[src/rtl/alu_seq.sv]
`default_nettype none
// ============================================================================
// alu_seq : multi-cycle handshaked integer ALU (iterative shifts, optional
//           shift-add multiply enabled by the ALU_MUL_EN macro)
// Revision: 1.0
// ============================================================================
module alu_seq #(
  parameter int WIDTH = 32
) (
  input  logic             clk,
  input  logic             reset,
  input  logic             in_valid,
  output logic             in_ready,
  input  logic [WIDTH-1:0] SrcA,
  input  logic [WIDTH-1:0] SrcB,
  input  logic [3:0]       ALUControl,
  output logic             out_valid,
  input  logic             out_ready,
  output logic [WIDTH-1:0] ALUResult,
  output logic             zero,
  output logic             illegal
);
  localparam int SHW = $clog2(WIDTH);
  localparam int CW  = $clog2(WIDTH + 1);

  typedef enum logic [1:0] {IDLE = 2'd0, BUSY = 2'd1, DONE = 2'd2} state_t;

  state_t           state, state_nxt;
  logic [WIDTH-1:0] a_q;
  logic [3:0]       op_q;
  logic [CW-1:0]    cnt_q;

  logic [WIDTH-1:0] diff, single_res, idle_res, a_step, iter_res, acc_step;
  logic             single_ok, slt, is_shift, is_mul, op_mul, go_busy;
  logic [SHW-1:0]   shamt;

  assign shamt    = SrcB[SHW-1:0];
  assign is_shift = (ALUControl == 4'b1000) || (ALUControl == 4'b1001) ||
                    (ALUControl == 4'b1010);
  assign go_busy  = is_mul || (is_shift && (shamt != '0));

  // Signed less-than: sign of A-B corrected by the subtraction overflow.
  assign diff = SrcA + ~SrcB + WIDTH'(1);
  assign slt  = diff[WIDTH-1] ^ ((SrcA[WIDTH-1] != SrcB[WIDTH-1]) &&
                                 (diff[WIDTH-1] != SrcA[WIDTH-1]));

  always_comb begin
    single_res = '0;
    single_ok  = 1'b1;
    case (ALUControl)
      4'b0000: single_res = SrcA + SrcB;
      4'b0001: single_res = diff;
      4'b0010: single_res = SrcA & SrcB;
      4'b0011: single_res = SrcA | SrcB;
      4'b0100: single_res = SrcA ^ SrcB;
      4'b0101: single_res = {{(WIDTH-1){1'b0}}, slt};
      4'b0110: single_res = {{(WIDTH-1){1'b0}}, (SrcA < SrcB)};
      default: single_ok  = 1'b0;
    endcase
  end

  // A zero-distance shift completes straight from IDLE with A unchanged.
  assign idle_res = is_shift ? SrcA : single_res;

  always_comb begin
    case (op_q)
      4'b1001: a_step = {1'b0, a_q[WIDTH-1:1]};
      4'b1010: a_step = {a_q[WIDTH-1], a_q[WIDTH-1:1]};
      default: a_step = {a_q[WIDTH-2:0], 1'b0};
    endcase
  end

  assign iter_res = op_mul ? acc_step : a_step;

`ifdef ALU_MUL_EN
  logic [WIDTH-1:0] acc_q, b_q;

  assign is_mul   = (ALUControl == 4'b1100);
  assign op_mul   = (op_q == 4'b1100);
  assign acc_step = b_q[0] ? acc_q + a_q : acc_q;

  always_ff @(posedge clk) begin
    if (reset) begin
      acc_q <= '0;
      b_q   <= '0;
    end else if (state == IDLE && in_valid) begin
      acc_q <= '0;
      b_q   <= SrcB;
    end else if (state == BUSY) begin
      acc_q <= acc_step;
      b_q   <= {1'b0, b_q[WIDTH-1:1]};
    end
  end
`else
  assign is_mul   = 1'b0;
  assign op_mul   = 1'b0;
  assign acc_step = '0;
`endif

  always_ff @(posedge clk) begin
    if (reset) state <= IDLE;
    else       state <= state_nxt;
  end

  always_comb begin
    state_nxt = state;
    in_ready  = 1'b0;
    out_valid = 1'b0;
    case (state)
      IDLE: begin
        in_ready = 1'b1;
        if (in_valid) state_nxt = go_busy ? BUSY : DONE;
      end
      BUSY: if (cnt_q <= CW'(1)) state_nxt = DONE;
      DONE: begin
        out_valid = 1'b1;
        if (out_ready) state_nxt = IDLE;
      end
      default: state_nxt = IDLE;
    endcase
  end

  always_ff @(posedge clk) begin
    if (reset) begin
      a_q       <= '0;
      op_q      <= '0;
      cnt_q     <= '0;
      ALUResult <= '0;
      zero      <= 1'b1;
      illegal   <= 1'b0;
    end else if (state == IDLE && in_valid) begin
      a_q   <= SrcA;
      op_q  <= ALUControl;
      cnt_q <= is_mul ? CW'(WIDTH) : CW'(shamt);
      if (!go_busy) begin
        ALUResult <= idle_res;
        zero      <= (idle_res == '0);
        illegal   <= !(single_ok || is_shift);
      end
    end else if (state == BUSY) begin
      a_q   <= a_step;
      cnt_q <= cnt_q - CW'(1);
      if (cnt_q <= CW'(1)) begin
        ALUResult <= iter_res;
        zero      <= (iter_res == '0);
        illegal   <= 1'b0;
      end
    end
  end

endmodule
`default_nettype wire

[config.mk]
export PLATFORM = sky130hd
export DESIGN_NAME = alu_seq
export DESIGN_NICKNAME = d
export VERILOG_FILES = /design/src/rtl/alu_seq.sv
export SDC_FILE = /design/constraint.sdc
export NUM_CORES = 1
export LEC_CHECK = 0
export CORE_MARGIN = 1
export CORE_UTILIZATION = 60
export CTS_BUF_LIST = sky130_fd_sc_hd__clkbuf_2
export DETAILED_ROUTE_END_ITERATION = 6
export GPL_TIMING_DRIVEN = 0
export PLACE_DENSITY = 0.84
export SYNTH_ARGS = -nofsm -noshare
export SYNTH_HDL_FRONTEND = slang
export SYNTH_SLANG_ARGS = --single-unit
[constraint.sdc]
create_clock -name clk -period 13.49 [get_ports clk]
set_input_delay 2.698 -clock clk [delete_from_list [all_inputs] [get_ports clk]]
set_output_delay 2.698 -clock clk [all_outputs]
set_load 0.02 [all_outputs]
==> metrics.cfg, run 1 <==
[sta]
timing.final.crit_share_pct = 58.95
setup_viol = 0
final_period_minus_worst_setup_slack_ns = 7.952
setup_repair_after_global_routing_missed_its_margin = no
hold_viol_final = 0
final-max-slew-violation-count = 0
worst_pin_slew_ns = 1.217
clock.fmax_mhz = 125.8
slew_headroom_pct = 18.11
worst_clock_skew_ns = 0.02588
final.setup.tns_ns = 0

[synthesis]
synth.top_cells.by_area = dfxtp_1, ha_1, a21oi_1, nor2_1, nand2_1
cell_area_after_synthesis_um2 = 9807
synthesis.instances = 1429
synth.area.mux_share_pct = 3.815
synth_area_leader_cell = dfxtp_1
adder_and_majority_gate_portion_of_the_synthesized_area_pct = 15.03
dominant_combinational_cell_family_by_area_after_synthesis = compound AO/OA/AOI/OAI gates
syn-mean-instance-area_um2 = 6.863
number_of_synthesized_flops_with_an_enable_pin = 0
prevailing_post_synth_register_cell = dfxtp_1
post_synth_xor_area_fraction_pct = 1.608
post_synthesis_simple_gate_area_fraction_pct = 24.96
synth_compound_area_share_pct = 30.86
yosys_warnings = 0
postSynth.asyncResetShare_pct = 0
synth.yosys.seq_area_share_pct = 15.92
flop_and_latch_count_out_of_synthesis = 78
mappedNetlistNets = 1617
yosys.cell_types.count = 84
yosysTopAreaCellShare_pct = 15.92

[global_routing]
grt_overflow_total = 0
antenna_violations_before_repair = 1
grt_max_degree = 13
grt_pass1_vias = 11024
globalRouteTotalUtil_pct = 47.47
global_route_wire_length_before_repair_mm = 60.29

[worst_setup_path]
startpoint_type = primary input
critical_path_class = primary input to flop
crit_fanout = 10
worst_setup_path_end_kind = flop
crit_path_top_delay_cell = clkdlybuf4s50_1
required_ns = 13.98
cp_slowest_stage_delay_ns = 0.68
critical_path.top_delay_family = compound AO/OA/AOI/OAI gates
critical_path.most_common_cell = a21oi_1
worst-endpoint-arrival_ns = 8.44
critPathBufInv = 3

[route]
dr.pass1.iters = 7
route.detailed.drc = 24
top_layer = met4
dr_wl_met3_mm = 5.383
avgViaCountPerCell = 6.841
num_vias = 12088
drt-total-wl_mm = 40.46
avgRoutedWirePerCell_um = 22.90
drt_iter0_drc = 1641
ant_nets_after_route = 0
routed-wl-met2_mm = 17.14
detailed_routing_wirelength_on_met1_mm = 15.48

[clock_tree]
tritoncts = built
cts.clk_slew.worst_paths_ns = 0.21
clock-sinks = 78
clock_insertion_delay_worst_skew_ns = 0.59
cts.path.max_buffers = 2
post_cts_hold_buffer_count = 0
clock_tree.root_cell = clkbuf_2
post_cts_resize_count = 0
cts-buffers-inserted = 9
post-cts-setup-buffers = 0
htreeDepth = 3

[die]
die_height_um = 129.8
std_cell_rows = 46
fp.dieArea_um2 = 16860
placeableCoreArea_um2 = 15940
io-pin-count = 108
die_width_um = 129.8
initial_core_util_pct = 61.51

[power]
power_per_cell_area_nw_per_um2 = 79.44
vdd.ir_drop.worst_mv = 0.05829
leakage_nw = 4.649

[finish]
most-common-layout-cells = nor2_1, a21oi_1, nand2_1, ha_1, clkdlybuf4s50_1
layout.cells.most_common = nor2_1
layout.nets = 1734
instances_no_fill = 1767
final_layout_size_suffix_gt1_share_pct = 2.968
syn_to_final_growth_pct = 14.94

[place]
detailed_place_hpwl_mm = 31.69
place.detailed.instances = 1751
routabilityCongestion = 1.050
port_buffers = 105

[run_status]
run_status = complete, but fails checks
failing_checks = DRC

[hold_path]
min_path_type = flop to flop

[flow_run]
max_cap_viol_count = 0

[area by class of cell]
type                       instances  area, um2
antenna                            1      2.502
buffer                           101      394.1
clock buffer                       9      45.04
clock inverter                     6      77.57
fill                            1411       4671
inverter                          99      371.6
multi-input combinational       1151       7491
sequential                        78       1562
tap                              216      270.3
timing repair buffer             106       1059
[Yosys cell counts, types with 21 or more instances]
| master | number |
|---|---|
| nand4_1 | 26 |
| mux2i_1 | 34 |
| ha_1 | 113 |
| nor3_1 | 66 |
| o211ai_1 | 35 |
| nor2_1 | 192 |
| a22oi_1 | 28 |
| inv_1 | 94 |
| nand3_1 | 21 |
| o21ai_0 | 47 |
| nand2_1 | 123 |
| dfxtp_1 | 78 |
| clkbuf_1 | 78 |
| a21oi_1 | 154 |
[power breakdown]
| group | switching [W] | leakage [nW] | internal (W) |
|---|---|---|---|
| Sequential | 0.0000202 | 0.642 | 0.000255 |
| Clock | 0.0000846 | 0.0766 | 0.0000585 |
| Combinational | 0.000309 | 3.93 | 0.000168 |
| Total | 0.000413 | 4.65 | 0.000482 |
[routing by layer]
layer,vias to the layer above,global-route usage [%]
li1,5400,-
met5,-,0
met1,5527,59.54
met2,941,71.97
met4,0,28.93
met3,220,13.57
[kinds of logic (layout without fill, tap and decap cells)]
logic type,after synthesis,in the layout
buffers and inverters,200,321
AOI/OAI and AO/OA,455,455
adders and majority gates,116,116
DFF,78,78
and+or+nand+nor,525,525
muxes,37,37
xor gates and xnor gates,18,18
other,0,1
[worst paths after layout]
path	to	slack (ns)	start	depth (start not counted)
hold / removal	ALUResult[22]$_SDFFE_PP0P_	0.46	ALUResult[22]$_SDFFE_PP0P_	2
hold reg to reg	ALUResult[22]$_SDFFE_PP0P_	0.46	ALUResult[22]$_SDFFE_PP0P_	2
setup / recovery	zero$_SDFFE_PP1P_	5.54	SrcA[6]	25
setup reg to reg	zero$_SDFFE_PP1P_	9.76	op_q[3]$_SDFFE_PP0P_	10
[flip-flops by register name, summed over array words and instances, names as in the netlist]
| signal | cells |
|---|---|
| ALUResult | 32 |
| a_q | 32 |
| cnt_q | 6 |
| op_q | 4 |
| state | 2 |
| illegal | 1 |
| zero | 1 |
[worst register-to-register path, cell delays in order (launching register included)]
cell,delay (ns)
dfxtp_1,0.36
nor2b_1,0.24
and2_1,0.16
clkbuf_1,0.19
buf_1,0.61
buf_1,0.72
mux2i_1,0.79
nand4_1,0.18
nor3_1,0.18
a221oi_1,0.11
o31ai_1,0.11
[through the flow]
step	instance area (um2)	hold slack, ns	total power (W)	worst slack, ns	util (%)
2_1_floorplan	9807	0.4318	0.0005666	6.968	-
3_3_place_gp	11130	0.4382	0.0007210	5.196	69.80
5_1_grt	11270	0.4882	0.0009313	5.274	70.70
3_5_place_dp	11150	0.4435	0.0007295	5.155	69.92
6_report	11270	0.4649	0.0008955	5.538	70.70
4_1_cts	11270	0.4647	0.0008656	5.735	70.69
No activity file was read; power rests on OpenSTA's default activity.
==> inputs of run 2 (changes only) <==
Settings changed: CORE_UTILIZATION 60 to 54, PLACE_DENSITY 0.84 to 0.8.
Clock period 13.49 ns to 7.2 ns, I/O delays scaled along.
==> metrics.cfg, run 2 (synthesis gave the netlist of run 1 again) <==
[run_status]
run_status = complete, but fails checks  ; unchanged
failing_checks = DRC  ; unchanged

[finish]
register_area_um2 = 1562  ; unchanged
antenna-diode-count = 0  ; was 1
final_layout_size_suffix_gt1_share_pct = 3.159  ; was 2.968%
multiInputGateArea_um2 = 7491  ; unchanged
finish.instance_area_um2 = 11250  ; was 11,270 um2
final.fill_count = 1661  ; was 1,411
top_regs = ALUResult: 32 flops, a_q: 32 flops, cnt_q: 6 flops  ; unchanged
layout.cells.most_common = nor2_1  ; unchanged
instances_no_fill = 1776  ; was 1,767
layout.nets = 1734  ; unchanged
most-common-layout-cells = nor2_1, a21oi_1, nand2_1, ha_1, clkdlybuf4s50_1  ; unchanged
syn_to_final_growth_pct = 14.68  ; was 14.94%

[sta]
worst_pin_slew_ns = 1.380  ; was 1.217 ns
final-max-slew-violation-count = 0  ; unchanged
layout_setup_ws_ns = 0.2677  ; was 5.538 ns
timing.final.crit_share_pct = 96.28
worst_clock_skew_ns = 0.02503  ; was 0.02588 ns
clock.fmax_mhz = 144.3
final_period_minus_worst_setup_slack_ns = 6.932
slew_headroom_pct = 7.129  ; was 18.11%
setup_repair_after_global_routing_missed_its_margin = no  ; unchanged
hold_viol_final = 0  ; unchanged
setup_viol = 0  ; unchanged
final.setup.tns_ns = 0  ; unchanged

[die]
fp.dieArea_um2 = 18700  ; was 16,860 um2
die_height_um = 136.8  ; was 129.8 um
std_cell_rows = 48  ; was 46
initial_core_util_pct = 55.92  ; was 61.51%
die_width_um = 136.8  ; was 129.8 um
placeableCoreArea_um2 = 17540  ; was 15,940 um2
io-pin-count = 108  ; unchanged

[clock_tree]
clock_tree.root_cell = clkbuf_2  ; unchanged
clock_insertion_delay_worst_skew_ns = 0.57  ; was 0.59 ns
cts.path.max_buffers = 2  ; unchanged
clock-sinks = 78  ; unchanged
cts-buffers-inserted = 9  ; unchanged
post_cts_resize_count = 0  ; unchanged
htreeDepth = 3  ; unchanged
post_cts_hold_buffer_count = 0  ; unchanged
tritoncts = built  ; unchanged
post-cts-setup-buffers = 0  ; unchanged
cts.clk_slew.worst_paths_ns = 0.22  ; was 0.21 ns

[route]
avgViaCountPerCell = 6.665  ; was 6.841
route.detailed.drc = 2  ; was 24
avgRoutedWirePerCell_um = 22.53  ; was 22.90 um
drt_iter0_drc = 1599  ; was 1,641
num_vias = 11837  ; was 12,088
dr.pass1.iters = 7  ; unchanged
drt-total-wl_mm = 40.02  ; was 40.46 mm
ant_nets_after_route = 0  ; unchanged

[hold_path]
min_path_cells = 2  ; unchanged
min_path_type = flop to flop  ; unchanged

[power]
swShare_pct = 47.93  ; was 46.17%
power_per_cell_area_nw_per_um2 = 143.2  ; was 79.44 nW/um2
design_power_total_w = 0.001611  ; was 0.0008955 W
cellInternalPower_w = 0.0008390  ; was 0.0004821 W
power.share.combinational_pct = 55.3  ; was 53.2%
vdd.ir_drop.worst_mv = 0.1367  ; was 0.05829 mV
share_seq_of_total_power_pct = 31.8  ; was 30.8%
power_frac_clock_pct = 12.9  ; was 16.0%
switchingPower_w = 0.0007721  ; was 0.0004134 W
leakage_nw = 4.630  ; was 4.649 nW

[worst_setup_path]
worst-r2r-cell-count = 10  ; unchanged
worst-endpoint-arrival_ns = 7.38  ; was 8.44 ns
startpoint_type = primary input  ; unchanged
critical_path_class = primary input to flop  ; unchanged
worst_setup_path_end_kind = flop  ; unchanged
crit_fanout = 10  ; unchanged
required_ns = 7.65  ; was 13.98 ns

[place]
pre_cts_ws_ns = -0.01499  ; was 5.155 ns
routabilityCongestion = 1.014  ; was 1.050
place.detailed.instances = 1760  ; was 1,751
post_dp_cell_area_um2 = 11160  ; was 11,150 um2
detailed_place_hpwl_mm = 31.83  ; was 31.69 mm
port_buffers = 105  ; unchanged

[global_routing]
grt_overflow_total = 0  ; unchanged
antenna_violations_before_repair = 0  ; was 1
grt_max_degree = 14  ; was 13
globalRouteTotalUtil_pct = 42.53  ; was 47.47%
global_route_wire_length_before_repair_mm = 60.15  ; was 60.29 mm
grt_pass1_vias = 10705  ; was 11,024

[flow_run]
max_cap_viol_count = 0  ; unchanged

-- run 2: power by group through the flow --
stage	clock network [W]	logic [W]	registers, W
4_1_cts	0.000204	0.000855	0.000511
3_3_place_gp	0	0.000843	0.000519
3_5_place_dp	0	0.000850	0.000520
2_1_floorplan	0	0.000526	0.000536
6_report	0.000208	0.000890	0.000513
5_1_grt	0.000224	0.000950	0.000517
-- run 2: final timing paths --
path | startpoint | end | slack [ns]
setup / recovery | SrcA[8] | zero$_SDFFE_PP1P_ | 0.27
hold / removal | ALUResult[16]$_SDFFE_PP0P_ | ALUResult[16]$_SDFFE_PP0P_ | 0.46
setup reg to reg | op_q[3]$_SDFFE_PP0P_ | zero$_SDFFE_PP1P_ | 3.43
hold reg to reg | ALUResult[16]$_SDFFE_PP0P_ | ALUResult[16]$_SDFFE_PP0P_ | 0.46
-- run 2: metrics by stage --
step | util [%] | hold WS [ns]
after global placement | 63.52 | 0.4382
after global routing | 64.13 | 0.4880
after floorplan | - | 0.4318
after CTS | 64.13 | 0.4679
final | 64.13 | 0.4635
after detailed placement | 63.63 | 0.4439
-- run 2: per-layer routing --
layer  GRT usage [%]  share of wire [%]  vias to the layer above
met5               0                  0                        -
met4           20.19                4.9                        0
met3           7.185                 12                      185
met2           66.16                 43                      853
met1           56.75                 40                     5401
li1                -                  -                     5398
-- run 2: cell type report --
type | count | share of cell area, %
multi-input cells | 1151 | 66.60
inverters | 99 | 3.304
clock inverters | 6 | 0.3449
clock buffers | 10 | 0.4450
plain buffers | 101 | 3.504
repair buffers | 106 | 9.412
flip-flops and latches | 78 | 13.88
well taps | 225 | 2.503
-- run 2: worst max-delay path, cell delays in order --
cell	delay, ns
clkdlybuf4s50_1	0.74
inv_1	0.09
ha_1	0.43
clkbuf_1	0.45
nor2b_1	0.15
o21ai_0	0.34
nand4_1	0.13
a21oi_1	0.43
o21ai_1	0.18
o22ai_1	0.43
o21bai_1	0.11
a21oi_1	0.16
nor2_1	0.06
nor2_1	0.13
o21bai_1	0.09
fa_1	0.38
o311a_1	0.30
a31oi_1	0.14
a21oi_1	0.05
o21ai_0	0.27
nor3_1	0.08
a21oi_1	0.47
nor2_1	0.10
nand4_1	0.11
o31ai_1	0.09
==> inputs of run 3 (changes only) <==
Settings changed: CORE_UTILIZATION 54 to 45, PLACE_DENSITY 0.8 to 0.69, SETUP_SLACK_MARGIN from default to 0.3.
==> metrics.cfg, run 3 (synthesis gave the netlist of run 1 again) <==
[sta]
worst_clock_skew_ns = 0.02717  ; was 0.02503 ns
clock.fmax_mhz = 151.9  ; was 144.3 MHz
setup_viol = 0  ; unchanged
setup_repair_after_global_routing_missed_its_margin = no  ; unchanged
slew_headroom_pct = 0.01903  ; was 7.129%
layout_setup_ws_ns = 0.6170  ; was 0.2677 ns
final-max-slew-violation-count = 0  ; unchanged
hold_viol_final = 0  ; unchanged
final_period_minus_worst_setup_slack_ns = 6.583  ; was 6.932 ns
timing.final.crit_share_pct = 91.43  ; was 96.28%
worst_pin_slew_ns = 1.488  ; was 1.380 ns

[power]
leakage_nw = 4.651  ; was 4.630 nW
power_per_cell_area_nw_per_um2 = 147.2  ; was 143.2 nW/um2
cellInternalPower_w = 0.0009060  ; was 0.0008390 W
share_seq_of_total_power_pct = 30.7  ; was 31.8%
vdd.ir_drop.worst_mv = 0.08853  ; was 0.1367 mV
power_frac_clock_pct = 16.4  ; was 12.9%
power.share.combinational_pct = 52.9  ; was 55.3%
swShare_pct = 45.77  ; was 47.93%
design_power_total_w = 0.001671  ; was 0.001611 W
switchingPower_w = 0.0007647  ; was 0.0007721 W

[hold_path]
min_path_cells = 2  ; unchanged
min_path_type = flop to flop  ; unchanged

[global_routing]
grt_max_degree = 13  ; was 14
grt_overflow_total = 0  ; unchanged
antenna_violations_before_repair = 1  ; was 0
global_route_wire_length_before_repair_mm = 61.49  ; was 60.15 mm
grt_pass1_vias = 10613  ; was 10,705
globalRouteTotalUtil_pct = 36.24  ; was 42.53%

[clock_tree]
clock_insertion_delay_worst_skew_ns = 0.59  ; was 0.57 ns
cts.clk_slew.worst_paths_ns = 0.21  ; was 0.22 ns
cts-buffers-inserted = 9  ; unchanged
clock-sinks = 78  ; unchanged
tritoncts = built  ; unchanged
post_cts_resize_count = 0  ; unchanged
htreeDepth = 3  ; unchanged
clock_tree.root_cell = clkbuf_2  ; unchanged
post-cts-setup-buffers = 0  ; unchanged
post_cts_hold_buffer_count = 0  ; unchanged
cts.path.max_buffers = 2  ; unchanged

[worst_setup_path]
worst-endpoint-arrival_ns = 7.08  ; was 7.38 ns
critical_path_class = primary input to flop  ; unchanged
critPathBufInv = 3  ; unchanged
worst_setup_path_end_kind = flop  ; unchanged
startpoint_type = primary input  ; unchanged
crit_path_top_delay_cell = clkdlybuf4s50_1  ; unchanged
cp_slowest_stage_delay_ns = 0.71  ; was 0.74 ns
worst-r2r-cell-count = 13  ; was 10
critical_path.top_delay_family = compound AO/OA/AOI/OAI gates  ; unchanged
crit_fanout = 10  ; unchanged
number_of_gates_on_the_worst_path_with_buffers_counted = 25  ; unchanged
required_ns = 7.69  ; was 7.65 ns

[route]
route.detailed.drc = 0  ; was 2
ant_nets_after_route = 0  ; unchanged
num_vias = 11518  ; was 11,837
avgViaCountPerCell = 6.304  ; was 6.665
drt_iter0_drc = 1102  ; was 1,599
dr.pass1.iters = 6  ; was 7
drt-total-wl_mm = 41.48  ; was 40.02 mm
avgRoutedWirePerCell_um = 22.71  ; was 22.53 um

[place]
pre_cts_ws_ns = -0.06060  ; was -0.01499 ns
post_dp_cell_area_um2 = 11220  ; was 11,160 um2
place.detailed.instances = 1810  ; was 1,760
detailed_place_hpwl_mm = 33.19  ; was 31.83 mm
port_buffers = 105  ; unchanged
routabilityCongestion = 0.9763  ; was 1.014

[run_status]
run_status = complete, but fails checks  ; unchanged
failing_checks = capacitance limit  ; was DRC

[die]
die_height_um = 149.6  ; was 136.8 um
std_cell_rows = 53  ; was 48
fp.dieArea_um2 = 22390  ; was 18,700 um2
placeableCoreArea_um2 = 21220  ; was 17,540 um2
die_width_um = 149.6  ; was 136.8 um
initial_core_util_pct = 46.21  ; was 55.92%
io-pin-count = 108  ; unchanged

[finish]
final.fill_count = 2168  ; was 1,661
layout.cells.most_common = nor2_1  ; unchanged
final_layout_size_suffix_gt1_share_pct = 3.030  ; was 3.159%
utilization_pct = 53.50  ; was 64.13%
layout.nets = 1734  ; unchanged
syn_to_final_growth_pct = 15.77  ; was 14.68%
top_regs = ALUResult: 32 flops, a_q: 32 flops, cnt_q: 6 flops  ; unchanged
instances_no_fill = 1827  ; was 1,776
finish.instance_area_um2 = 11350  ; was 11,250 um2
most-common-layout-cells = nor2_1, a21oi_1, nand2_1, ha_1, clkdlybuf4s50_1  ; unchanged

[flow_run]
max_cap_viol_count = 1  ; was 0

-- run 3: stage by stage --
stage | TNS (ns) | hold WS (ns)
6_report | 0 | 0.4626
5_1_grt | 0 | 0.4835
4_1_cts | 0 | 0.4649
3_5_place_dp | -0.06844 | 0.4453
3_3_place_gp | -0.05434 | 0.4385
2_1_floorplan | 0 | 0.4318
-- run 3: worst reg2reg max path: stages, from the launching register on --
cell      delay [ns]
dfxtp_1         0.37
clkbuf_1        0.26
nor2_1          0.11
and2_1          0.17
clkbuf_1        0.34
nand3_1         0.28
and3_1          0.25
nand3_1         0.08
or4_1           0.42
nor4_1          0.52
nand4_1         0.33
nor4_2          0.31
nand4_1         0.13
o31ai_1         0.26
-- run 3: path summary, 6_finish.rpt --
path | startpoint | end | slack, ns
worst max-delay path | SrcA[8] | zero$_SDFFE_PP1P_ | 0.62
worst min-delay path | ALUResult[13]$_SDFFE_PP0P_ | ALUResult[13]$_SDFFE_PP0P_ | 0.46
worst max register to register | state[0]$_SDFFE_PP0P_ | zero$_SDFFE_PP1P_ | 3.30
worst min register to register | ALUResult[13]$_SDFFE_PP0P_ | ALUResult[13]$_SDFFE_PP0P_ | 0.46
-- run 3: per-layer routing --
metal | track usage [%] | routed length (um)
met1 | 48.40 | 17780
met2 | 57.82 | 18460
met3 | 5.061 | 3478
met4 | 15.51 | 1761
met5 | 0 | 0
-- run 3: power by group through the flow --
stage | clock [W] | combinational [W] | sequential (W)
2_1_floorplan | 0 | 0.000526 | 0.000536
3_3_place_gp | 0 | 0.000852 | 0.000520
3_5_place_dp | 0 | 0.000856 | 0.000521
4_1_cts | 0.000268 | 0.000860 | 0.000512
5_1_grt | 0.000287 | 0.000951 | 0.000518
6_report | 0.000274 | 0.000884 | 0.000513
-- run 3: area by class of cell --
type,count,area (um2),share of cell area (%)
sequential,78,1562,13.75
inverter,99,371.6,3.273
clock buffer,10,50.05,0.4408
multi-input combinational,1151,7495,66.01
clock inverter,6,76.32,0.6722
buffer,101,394.1,3.471
tap,275,344.1,3.031
timing repair buffer,106,1059,9.323
antenna,1,2.502,0.02204
